File: config.mk
export PLATFORM = sky130hd
export DESIGN_NAME = tfd_meter
export DESIGN_NICKNAME = d
export VERILOG_FILES = /design/src/rtl/tfd_meter.sv
export SDC_FILE = /design/constraint.sdc
export NUM_CORES = 1
export LEC_CHECK = 0
export CORE_MARGIN = 4
export CORE_UTILIZATION = 40
export DETAILED_ROUTE_END_ITERATION = 10
export GPL_TIMING_DRIVEN = 0
export PLACE_DENSITY = 0.57
export SETUP_SLACK_MARGIN = 0.4
export SYNTH_ARGS = -nofsm -noshare
export SYNTH_HDL_FRONTEND = slang
export SYNTH_SLANG_ARGS = --single-unit
File: constraint.sdc
create_clock -name clk -period 5.7 [get_ports clk]
set_input_delay 0.855 -clock clk [delete_from_list [all_inputs] [get_ports clk]]
set_output_delay 0.855 -clock clk [all_outputs]
set_load 0.005 [all_outputs]
File: src/rtl/tfd_meter.sv
// Measures period (rise to rise) and high time of sig in clk cycles; results lag sig by SYNC+1 cycles.
// No backpressure: vld is a fire-and-forget strobe; a missing input is flagged through ovf/ovf_flag.
module tfd_meter #(
  parameter int WIDTH = 32,
  parameter int SYNC  = 2
) (
  input  logic             clk,
  input  logic             rst,
  input  logic             st,
  input  logic             sig,
  output logic [WIDTH-1:0] period,
  output logic [WIDTH-1:0] high,
  output logic             vld,
  output logic             busy,
  output logic             ovf,
  output logic             ovf_flag
);

  localparam logic [1:0] IDLE = 2'd0;
  localparam logic [1:0] ARM  = 2'd1;
  localparam logic [1:0] MEAS = 2'd2;

  logic [1:0]       state;
  logic [WIDTH-1:0] cnt;
  logic [WIDTH-1:0] hcnt;
  logic             sig_s;
  logic             sig_d;
  logic             rise;

  generate
    if (SYNC == 0) begin : g_nosync
      assign sig_s = sig;
    end else begin : g_sync
      logic [SYNC-1:0] sync_q;
      always_ff @(posedge clk) begin
        if (rst) begin
          sync_q <= '0;
        end else begin
          sync_q[0] <= sig;
          for (int i = 1; i < SYNC; i++) begin
            sync_q[i] <= sync_q[i-1];
          end
        end
      end
      assign sig_s = sync_q[SYNC-1];
    end
  endgenerate

  assign rise = sig_s & ~sig_d;
  assign busy = (state != IDLE);

  always_ff @(posedge clk) begin
    if (rst) begin
      state    <= IDLE;
      cnt      <= '0;
      hcnt     <= '0;
      period   <= '0;
      high     <= '0;
      vld      <= 1'b0;
      ovf      <= 1'b0;
      ovf_flag <= 1'b0;
      sig_d    <= 1'b0;
    end else begin
      sig_d <= sig_s;
      vld   <= 1'b0;
      ovf   <= 1'b0;
      case (state)
        IDLE: begin
          if (st) begin
            state    <= ARM;
            ovf_flag <= 1'b0;
          end
        end
        ARM: begin
          if (!st) begin
            state <= IDLE;
          end else if (rise) begin
            cnt   <= WIDTH'(1);
            hcnt  <= WIDTH'(1);
            state <= MEAS;
          end
        end
        MEAS: begin
          // st low wins over a coincident rise; a rise wins over saturation
          if (!st) begin
            state <= IDLE;
          end else if (rise) begin
            period <= cnt;
            high   <= hcnt;
            vld    <= 1'b1;
            cnt    <= WIDTH'(1);
            hcnt   <= WIDTH'(1);
          end else if (cnt == {WIDTH{1'b1}}) begin
            ovf      <= 1'b1;
            ovf_flag <= 1'b1;
            state    <= ARM;
          end else begin
            cnt  <= cnt + WIDTH'(1);
            hcnt <= hcnt + WIDTH'(sig_s);
          end
        end
        default: state <= IDLE;
      endcase
    end
  end

endmodule
==> results of run 1 <==
power by group through the flow:
stage / Sequential (mW) / Clock (mW) / Combinational [mW]
floorplan: 0.975 / 0 / 0.0252
global placement: 0.975 / 0 / 0.0460
detailed placement: 0.975 / 0 / 0.0466
CTS: 0.954 / 1.20 / 0.0467
global route: 0.954 / 1.24 / 0.0504
finish: 0.955 / 1.19 / 0.0473
critical path: stages:
cell and delay [ns]:
clkdlybuf4s50_1 0.61, nand3_1 0.35, a31oi_1 0.29, clkbuf_1 0.65, a41oi_1 0.21, a311oi_1 0.30
flip-flops by register name, summed over array words and instances (netlist names):
| register | cells |
|---|---|
| ovf | 1 |
| sig_d | 1 |
| cnt | 32 |
| state | 2 |
| vld | 1 |
| high | 32 |
| period | 32 |
| hcnt | 32 |
| ovf_flag | 1 |
| g_sync.sync_q | 2 |
stage by stage:
stage | cell area (um2) | std cells | hold WS (ns)
after floorplan | 6097 | 763 | 0.4138
after global placement | 7038 | 1018 | 0.4330
after detailed placement | 7054 | 1019 | 0.4461
after CTS | 7691 | 1050 | 0.4538
after global routing | 7691 | 1050 | 0.4711
final | 7691 | 1050 | 0.4502
cell families after synthesis:
| logic type | after synthesis | synth area share [%] |
|---|---|---|
| flip-flops | 136 | 44.65 |
| AND/OR/NAND/NOR | 347 | 28.26 |
| adder cells (fa/ha/maj) | 3 | 0.6157 |
| buffers and inverters | 61 | 4.268 |
| AO/OA/AOI/OAI | 216 | 22.20 |
worst max path at each step:
| stage | start | end | slack, ns | cells past startpoint |
|---|---|---|---|---|
| 2_1_floorplan | st | period[20] | 3.67 | 5 |
| 3_3_place_gp | st | high[20] | 1.83 | 6 |
| 3_5_place_dp | st | hcnt[27] | 2.41 | 6 |
| 4_1_cts | st | hcnt[27] | 2.85 | 6 |
| 5_1_grt | st | hcnt[27] | 2.72 | 6 |
| 6_report | st | hcnt[27] | 2.76 | 6 |
synth_stat cells, drive strengths merged, types with 8 or more instances:
cell	n	share of area (%)
a21oi	106	8.7
a311oi	27	3.9
a31oi	12	1.3
a41oi	12	1.7
and3	11	1.1
buf	12	1.2
clkbuf	42	2.6
dfxtp	136	45
nand2	184	11
nand3	29	2.5
nand4	25	3.0
nor2	29	1.8
nor3	14	1.4
nor4	14	2.3
o21ai	30	2.5
or3	8	0.82
or4	10	1.2
area by class of cell:
cell class	instances	area [um2]	area share (%)
multi-input combinational	566	3119	40.56
sequential	136	2723	35.40
timing repair buffer	72	721.9	9.387
clock buffer	20	466.7	6.068
buffer	54	234.0	3.042
tap	184	230.2	2.993
clock inverter	11	170.2	2.212
inverter	7	26.28	0.3416
metal layers:
| layer | vias to the layer above | GRT usage (%) |
|---|---|---|
| met3 | 40 | 5.543 |
| met2 | 255 | 34.90 |
| met4 | 0 | 9.452 |
| met1 | 2946 | 33.67 |
| met5 | - | 0 |
| li1 | 2967 | - |
==> flow_metrics.tcl, run 1 <==
set metrics [dict create \
    outcome "complete, no violations" \
    via_count 6208 \
    gp_congestion 0.9114 \
    drt-total-wl_mm 20.63 \
    die_y_um 131.5 \
    cts.sinks 136 \
    nFillCells 1453 \
    finalClockSkew_ns 0.008280 \
    synthArstFlopShare_pct 0 \
    hold_buffers 0 \
    power_frac_comb_pct 2.2 \
    synth_edf_count 0 \
    clockRootBuffer "clkbuf_16" \
    final.min_clock_period_ns 2.943 \
    dp_worst_setup_slack_ns 2.413 \
    p_int_mw 1.728 \
    crit_fanout 10 \
    timing_worst_slew_pin_value_ns 0.9438 \
    cts-htree-levels 4 \
    route.met2.wl_mm 8.885 \
    cts_buffers 17 \
    nets 861 \
    ys_types 58 \
    synth.avg_cell_area_um2 7.991 \
    hold_class "reg2reg" \
    die_w_um 131.5 \
    syn2layout_area_growth_pct 26.14 \
    ys_ff_latch 136 \
    wl_per_cell_um 19.65 \
    fin_crit_sh_pct 51.64 \
    setup_viol 0 \
    clkTransAtPathRegs_ns 0.06 \
    arrival_ns 3.27 \
    timing.rr.end "hcnt[20]" \
    layout_common_cells "nand2_1 (184), dfxtp_1 (136), a21oi_1 (106)" \
    start_util_pct 41.32 \
    worstSetupEndpointType "flop" \
    drt.antenna.violating_nets 0 \
    setup.worst_path.class "in2reg" \
    synth_area_um2 6097 \
    reg2reg_slack_ns 2.91 \
    leakagePower_nw 2.409 \
    setup_ws_ns 2.757 \
    p_switching_mw 0.4639 \
    min_from "high[7]" \
    utilization_pct 52.13 \
    maxSlewHeadroom_pct 36.50 \
    synth-main-ff-cell "dfxtp_1" \
    hold_viol_final 0 \
    syn_nets 770 \
    slew_violations 0 \
    ctsResizeCount 0 \
    min_delay_path_depth 2 \
    seqPwrFrac_pct 43.5 \
    grt_max_degree 17 \
    grt_pass1_vias 5933 \
    worstPathRequired_ns 6.02 \
    wl_met1_mm 9.785 \
    core_um2 14750 \
    die_area_um2 17280 \
    cp-start-kind "input pin" \
    dr.max_layer_used "met4" \
    firstDrtPassIters 5 \
    clkPwrFrac_pct 54.3 \
    ir_drop_uv 206.2 \
    cts_tree "yes" \
    p_per_area_nw_per_um2 285.1 \
    ys_seq_area_share_pct 44.65 \
    power_mw 2.192 \
    grt_pass1_wl_mm 33.00 \
    fmax_mhz 339.7 \
    diodes 0 \
    final_common_cell "nand2_1" \
    drc 0 \
    overflow 0 \
    viasPerCell 5.912 \
    grt_setup_unrepaired "false" \
    drive_gt1_share_pct 8.314 \
    io_pins 72 \
    finalSetupTns_ns 0 \
    route.met3.wl_mm 1.412 \
    track_usage_pct 23.74 \
    hold_end "high[7]" \
    yosys_warnings 0 \
    syn_inst 763 \
    postCtsSetupRepairBufs 0 \
    maxCapViolations 0 \
    insertion_delay_ns 0.42 \
    antenna_found_initial 0 \
    num_rows 44 \
    drtIter0Drc 426 \
    clock_path_buffers 2 \
    worstReg2RegStart "cnt[0]" \
    place.port_buffers 71 \
    dp_hpwl_mm 14.58 \
    reg2reg_depth 7 \
    switching_share_pct 21.16 \
]
Power figures use the tool's default switching activity.
==> run 2, diff against run 1 <==
Clock period 5.7 ns to 3.1 ns, I/O delays scaled along.
==> run 2 against run 1 <==
Against the previous run:
- clock power grew 84%
- via count grew 0.40%
- setup slack lost 2.2 ns
- core utilization grew 0.16 points
- sequential cell count is the same
- non-clock buffer count grew 3
- register-to-register slack lost 2.4 ns
- global-route usage is essentially flat
- critical endpoint is now hcnt[24]
- largest power group unchanged
==> flow_metrics.tcl, run 2 (synthesis gave the netlist of run 1 again) <==
set metrics [dict create \
    outcome "complete, no violations" \
    drt.antenna.violating_nets 0 \
    path_cells "ha_1, nand4_1, buf_4, nor4_4, buf_4, a31oi_2, buf_2, a41oi_1, nor3_1" \
    num_rows 44 \
    leakagePower_nw 2.427 \
    clkTransAtPathRegs_ns 0.06 \
    drc 0 \
    hold_viol_final 0 \
    hold_class "reg2reg" \
    setup.worst_path.class "reg2reg" \
    placed_cell_area_um2 7054 \
    maxCapViolations 0 \
    cp-start-kind "flop" \
    die_y_um 131.5 \
    overflow 0 \
    drtIter0Drc 472 \
    multi_input_area_um2 3119 \
    grt_pass1_vias 5937 \
    timing.rr.end "hcnt[24]" \
    worstReg2RegStart "cnt[0]" \
    syn2layout_area_growth_pct 26.53 \
    nets 864 \
    die_area_um2 17280 \
    cts.sinks 136 \
    core_um2 14750 \
    wl_per_cell_um 19.62 \
    final_area_um2 7715 \
    diodes 0 \
    die_w_um 131.5 \
    crit_end "hcnt[24]" \
    timing_worst_slew_pin_value_ns 0.8945 \
    drt-total-wl_mm 20.66 \
    layout_common_cells "nand2_1 (184), dfxtp_1 (136), a21oi_1 (106)" \
    grt_setup_unrepaired "false" \
    reg2reg_slack_ns 0.55 \
    grt_pass1_wl_mm 33.05 \
    regArea_um2 2723 \
    worstSetupEndpointType "flop" \
    place.port_buffers 71 \
    finalSetupTns_ns 0 \
    firstDrtPassIters 5 \
    viasPerCell 5.919 \
    drive_gt1_share_pct 8.746 \
    clock_path_buffers 2 \
    crit_fanout 10 \
    cts-htree-levels 4 \
    cts_tree "yes" \
    critPathSlowestCell "a31oi_2" \
    cts_buffers 17 \
    ir_drop_uv 379.4 \
    maxSlewHeadroom_pct 40.36 \
    hold_slack_ns 0.4505 \
    setup_viol 0 \
    clockRootBuffer "clkbuf_16" \
    crit_path_max_incr_delay_ns 0.61 \
    arrival_ns 2.89 \
    nFillCells 1453 \
    p_per_area_nw_per_um2 522.4 \
    fin_crit_sh_pct 82.22 \
    gp_congestion 0.9114 \
    start_util_pct 41.32 \
    finalClockSkew_ns 0.01013 \
    io_pins 72 \
    track_usage_pct 23.75 \
    insertion_delay_ns 0.42 \
    via_count 6233 \
    reg2reg_depth 9 \
    final.min_clock_period_ns 2.549 \
    cpMostUsedCell "buf_4" \
    startpoint "cnt[0]" \
    dp_hpwl_mm 14.58 \
    fmax_mhz 392.3 \
    antenna_found_initial 0 \
    grt_max_degree 17 \
    slew_violations 0 \
    worstPathRequired_ns 3.44 \
    final_common_cell "nand2_1" \
]
-- run 2: cell types whose count changed in the layout (fill, tap and decap cells not counted), sizes merged --
cell,delta
buf,+3
-- run 2: worst min path at each step --
stage                           startpoint          endpoint  depth (start not counted)
final                              high[7]           high[7]                          2
after global routing              high[15]          high[15]                          2
after CTS                         high[12]          high[12]                          2
after detailed placement          high[12]          high[12]                          2
after global placement    g_sync.sync_q[0]  g_sync.sync_q[1]                          1
after floorplan           g_sync.sync_q[0]  g_sync.sync_q[1]                          1
-- run 2: report_power, final --
part           internal, mW  switching [mW]
sequential             1.75         0.00359
combinational        0.0206          0.0662
clock                  1.41           0.782
-- run 2: repair_timing --
action | in CTS | in global routing
hold endpoints to repair | 0 | 0
setup endpoints to repair | 4 | 28
setup buffers | 0 | 3
hold buffers | 0 | 0
pin swaps | 0 | 2
gates resized for setup | 1 | 0
-- run 2: final cells by class --
cell class                 instances  share of cell area [%]
tap                              184                   2.984
inverter                           7                  0.3406
timing repair buffer              75                   9.650
sequential                       136                   35.29
multi-input combinational        566                   40.43
clock buffer                      20                   6.049
clock inverter                    11                   2.206
buffer                            54                   3.049
-- run 2: through the flow --
stage          setup WS [ns]  std cells  util, %  total power [mW]
2_1_floorplan          1.119        763        -             1.839
3_5_place_dp          0.2030       1019    47.81             1.879
4_1_cts               0.5539       1050    52.14             4.053
3_3_place_gp         -0.3834       1018    47.70             1.878
6_report              0.5512       1053    52.29             4.030
5_1_grt               0.4094       1053    52.29             4.131
-- run 2: layer usage --
metal  share of wire, %  up-vias  global-route usage, %
li1                   -     2981                      -
met1                 48     2990                  33.69
met2                 43      223                  35.07
met3                6.4       39                  5.543
met4                2.6        0                  9.102
met5                  0        -                      0
-- run 2: critical path: cells and delay by family, from the launching register on --
| family | cells | cell delay [ns] |
|---|---|---|
| fa+ha+maj | 1 | 0.26 |
| buf+inv | 3 | 0.72 |
| compound gates | 2 | 0.77 |
| simple gates | 3 | 0.36 |
| flops | 1 | 0.36 |
==> run 3, diff against run 2 <==
Clock period 3.1 ns to 2.4 ns, I/O delays scaled along.
==> run 3 against run 2 <==
Against the previous run:
- sequential power increased by 29%
- total power increased by 30%
- critical path type unchanged
- die area unchanged
- wire length increased by 10%
- final area increased by 17%
==> flow_metrics.tcl, run 3 (synthesis gave the netlist of run 1 again) <==
set metrics [dict create \
    crit_path_max_incr_delay_ns 0.36 \
    drtIter0Drc 550 \
    antenna_found_initial 0 \
    via_count 6666 \
    grt_pass1_vias 6171 \
    hold_class "in2reg" \
    place.port_buffers 71 \
    min_from "st" \
    grt_max_degree 17 \
    cp-start-kind "flop" \
    critPathSlowestCell "dfxtp_4" \
    cts.sinks 136 \
    dp_hpwl_mm 14.58 \
    min_delay_path_depth 3 \
    cts_tree "yes" \
    reg2reg_depth 10 \
    cts-htree-levels 4 \
    hold_end "state[0]" \
    dp_worst_setup_slack_ns -0.3920 \
    num_rows 44 \
    timing_worst_slew_pin_value_ns 0.8107 \
    cts_buffers 17 \
    clkTransAtPathRegs_ns 0.06 \
    setup_viol 0 \
    setup.worst_path.class "reg2reg" \
    final.min_clock_period_ns 2.069 \
    drt-total-wl_mm 22.74 \
    p_switching_mw 1.125 \
    diodes 0 \
    layout_common_cells "nand2_1 (181), dfxtp_1 (108), a21oi_1 (106)" \
    nets 931 \
    track_usage_pct 24.65 \
    die_area_um2 17280 \
    worstPathRequired_ns 2.70 \
    timing.rr.end "cnt[12]" \
    clkPwrFrac_pct 54.0 \
    p_int_mw 4.126 \
    overflow 0 \
    fmax_mhz 483.4 \
    grt_setup_unrepaired "true" \
    reg2reg_slack_ns 0.33 \
    arrival_ns 2.36 \
    p_per_area_nw_per_um2 579.3 \
    placed_cell_area_um2 7054 \
    crit_fanout 9 \
    maxCapViolations 0 \
    finalClockSkew_ns 0.008773 \
    drc 0 \
    fin_crit_sh_pct 86.19 \
    setup_ws_ns 0.3314 \
    final_area_um2 9065 \
    cp_top_family "buffers and inverters" \
    start_util_pct 41.32 \
    io_pins 72 \
    drive_gt1_share_pct 27.46 \
    final_common_cell "nand2_1" \
    drt.antenna.violating_nets 0 \
    worstReg2RegStart "cnt[1]" \
    gp_congestion 0.9114 \
    worstSetupEndpointType "flop" \
    die_y_um 131.5 \
    wl_per_cell_um 20.31 \
    power_frac_comb_pct 2.9 \
    seqPwrFrac_pct 43.1 \
    clockRootBuffer "clkbuf_16" \
    ir_drop_uv 526.3 \
    insertion_delay_ns 0.42 \
    hold_viol_final 0 \
    core_um2 14750 \
    viasPerCell 5.952 \
    die_w_um 131.5 \
    switching_share_pct 21.42 \
    path_cells "ha_4, nand4_1, nor4_4, buf_6, buf_4, a31oi_4, buf_8, buf_12, a31oi_1, a311oi_2" \
    cp_num_buf_inv 4 \
    slew_violations 0 \
    syn2layout_area_growth_pct 48.68 \
    maxSlewHeadroom_pct 45.95 \
    clock_path_buffers 2 \
    leakagePower_nw 3.090 \
    outcome "complete, no violations" \
    grt_pass1_wl_mm 34.24 \
    firstDrtPassIters 5 \
]
## run 3: cell type report
cell class              instances  area (um2)
plain buffers                  54       412.9
clock buffers                  20       466.7
clock inverters                11       170.2
fillers                      1332        5689
inverters                       7       26.28
multi-input cells             566        3576
flip-flops and latches        136        2765
well taps                     184       230.2
repair buffers                142        1418
## run 3: worst max-delay path by stage
stage	from	to	cells after the start	slack [ns]
after floorplan	cnt[0]	cnt[30]	7	0.42
after global placement	st	high[20]	6	-0.98
after detailed placement	st	hcnt[27]	6	-0.39
after CTS	g_sync.sync_q[1]	hcnt[20]	7	0.36
after global routing	cnt[1]	cnt[12]	10	0.28
final	cnt[1]	cnt[12]	10	0.33
## run 3: per-stage QoR
step	hold WS [ns]	util, %	TNS (ns)	total power, mW	std cells
floorplan	0.4138	-	0	2.375	763
CTS	0.4523	56.61	0	5.247	1085
global placement	0.4330	47.70	-71.67	2.426	1018
global route	0.4406	61.44	0	5.382	1120
detailed placement	0.4461	47.81	-27.69	2.427	1019
finish	0.4381	61.44	0	5.251	1120
## run 3: repair_timing
item                                    4_1_cts  5_1_grt
setup buffers                                34       30
gates resized for setup                      90      126
pin swaps                                    19       38
hold buffers                                  0        0
gates cloned                                  1        5
endpoints found under the setup margin      132      124
## run 3: power groups by stage
stage | clock (mW) | sequential, mW | combinational, mW
finish | 2.84 | 2.27 | 0.150
global route | 2.96 | 2.26 | 0.157
CTS | 2.86 | 2.26 | 0.125
detailed placement | 0 | 2.32 | 0.111
global placement | 0 | 2.32 | 0.109
floorplan | 0 | 2.31 | 0.0599
## run 3: worst min-delay path, delay by kind of cell
kind            cells  cell delay, ns
compound gates      1            0.07
buf+inv             1            0.25
simple gates        1            0.12
## run 3: metal layers
| layer | GRT usage [%] | up-vias | part of all wire, % |
|---|---|---|---|
| li1 | - | 3122 | - |
| met1 | 34.17 | 3168 | 45 |
| met2 | 37.39 | 314 | 44 |
| met3 | 5.734 | 62 | 7.9 |
| met4 | 9.452 | 0 | 3.4 |
| met5 | 0 | - | 0 |
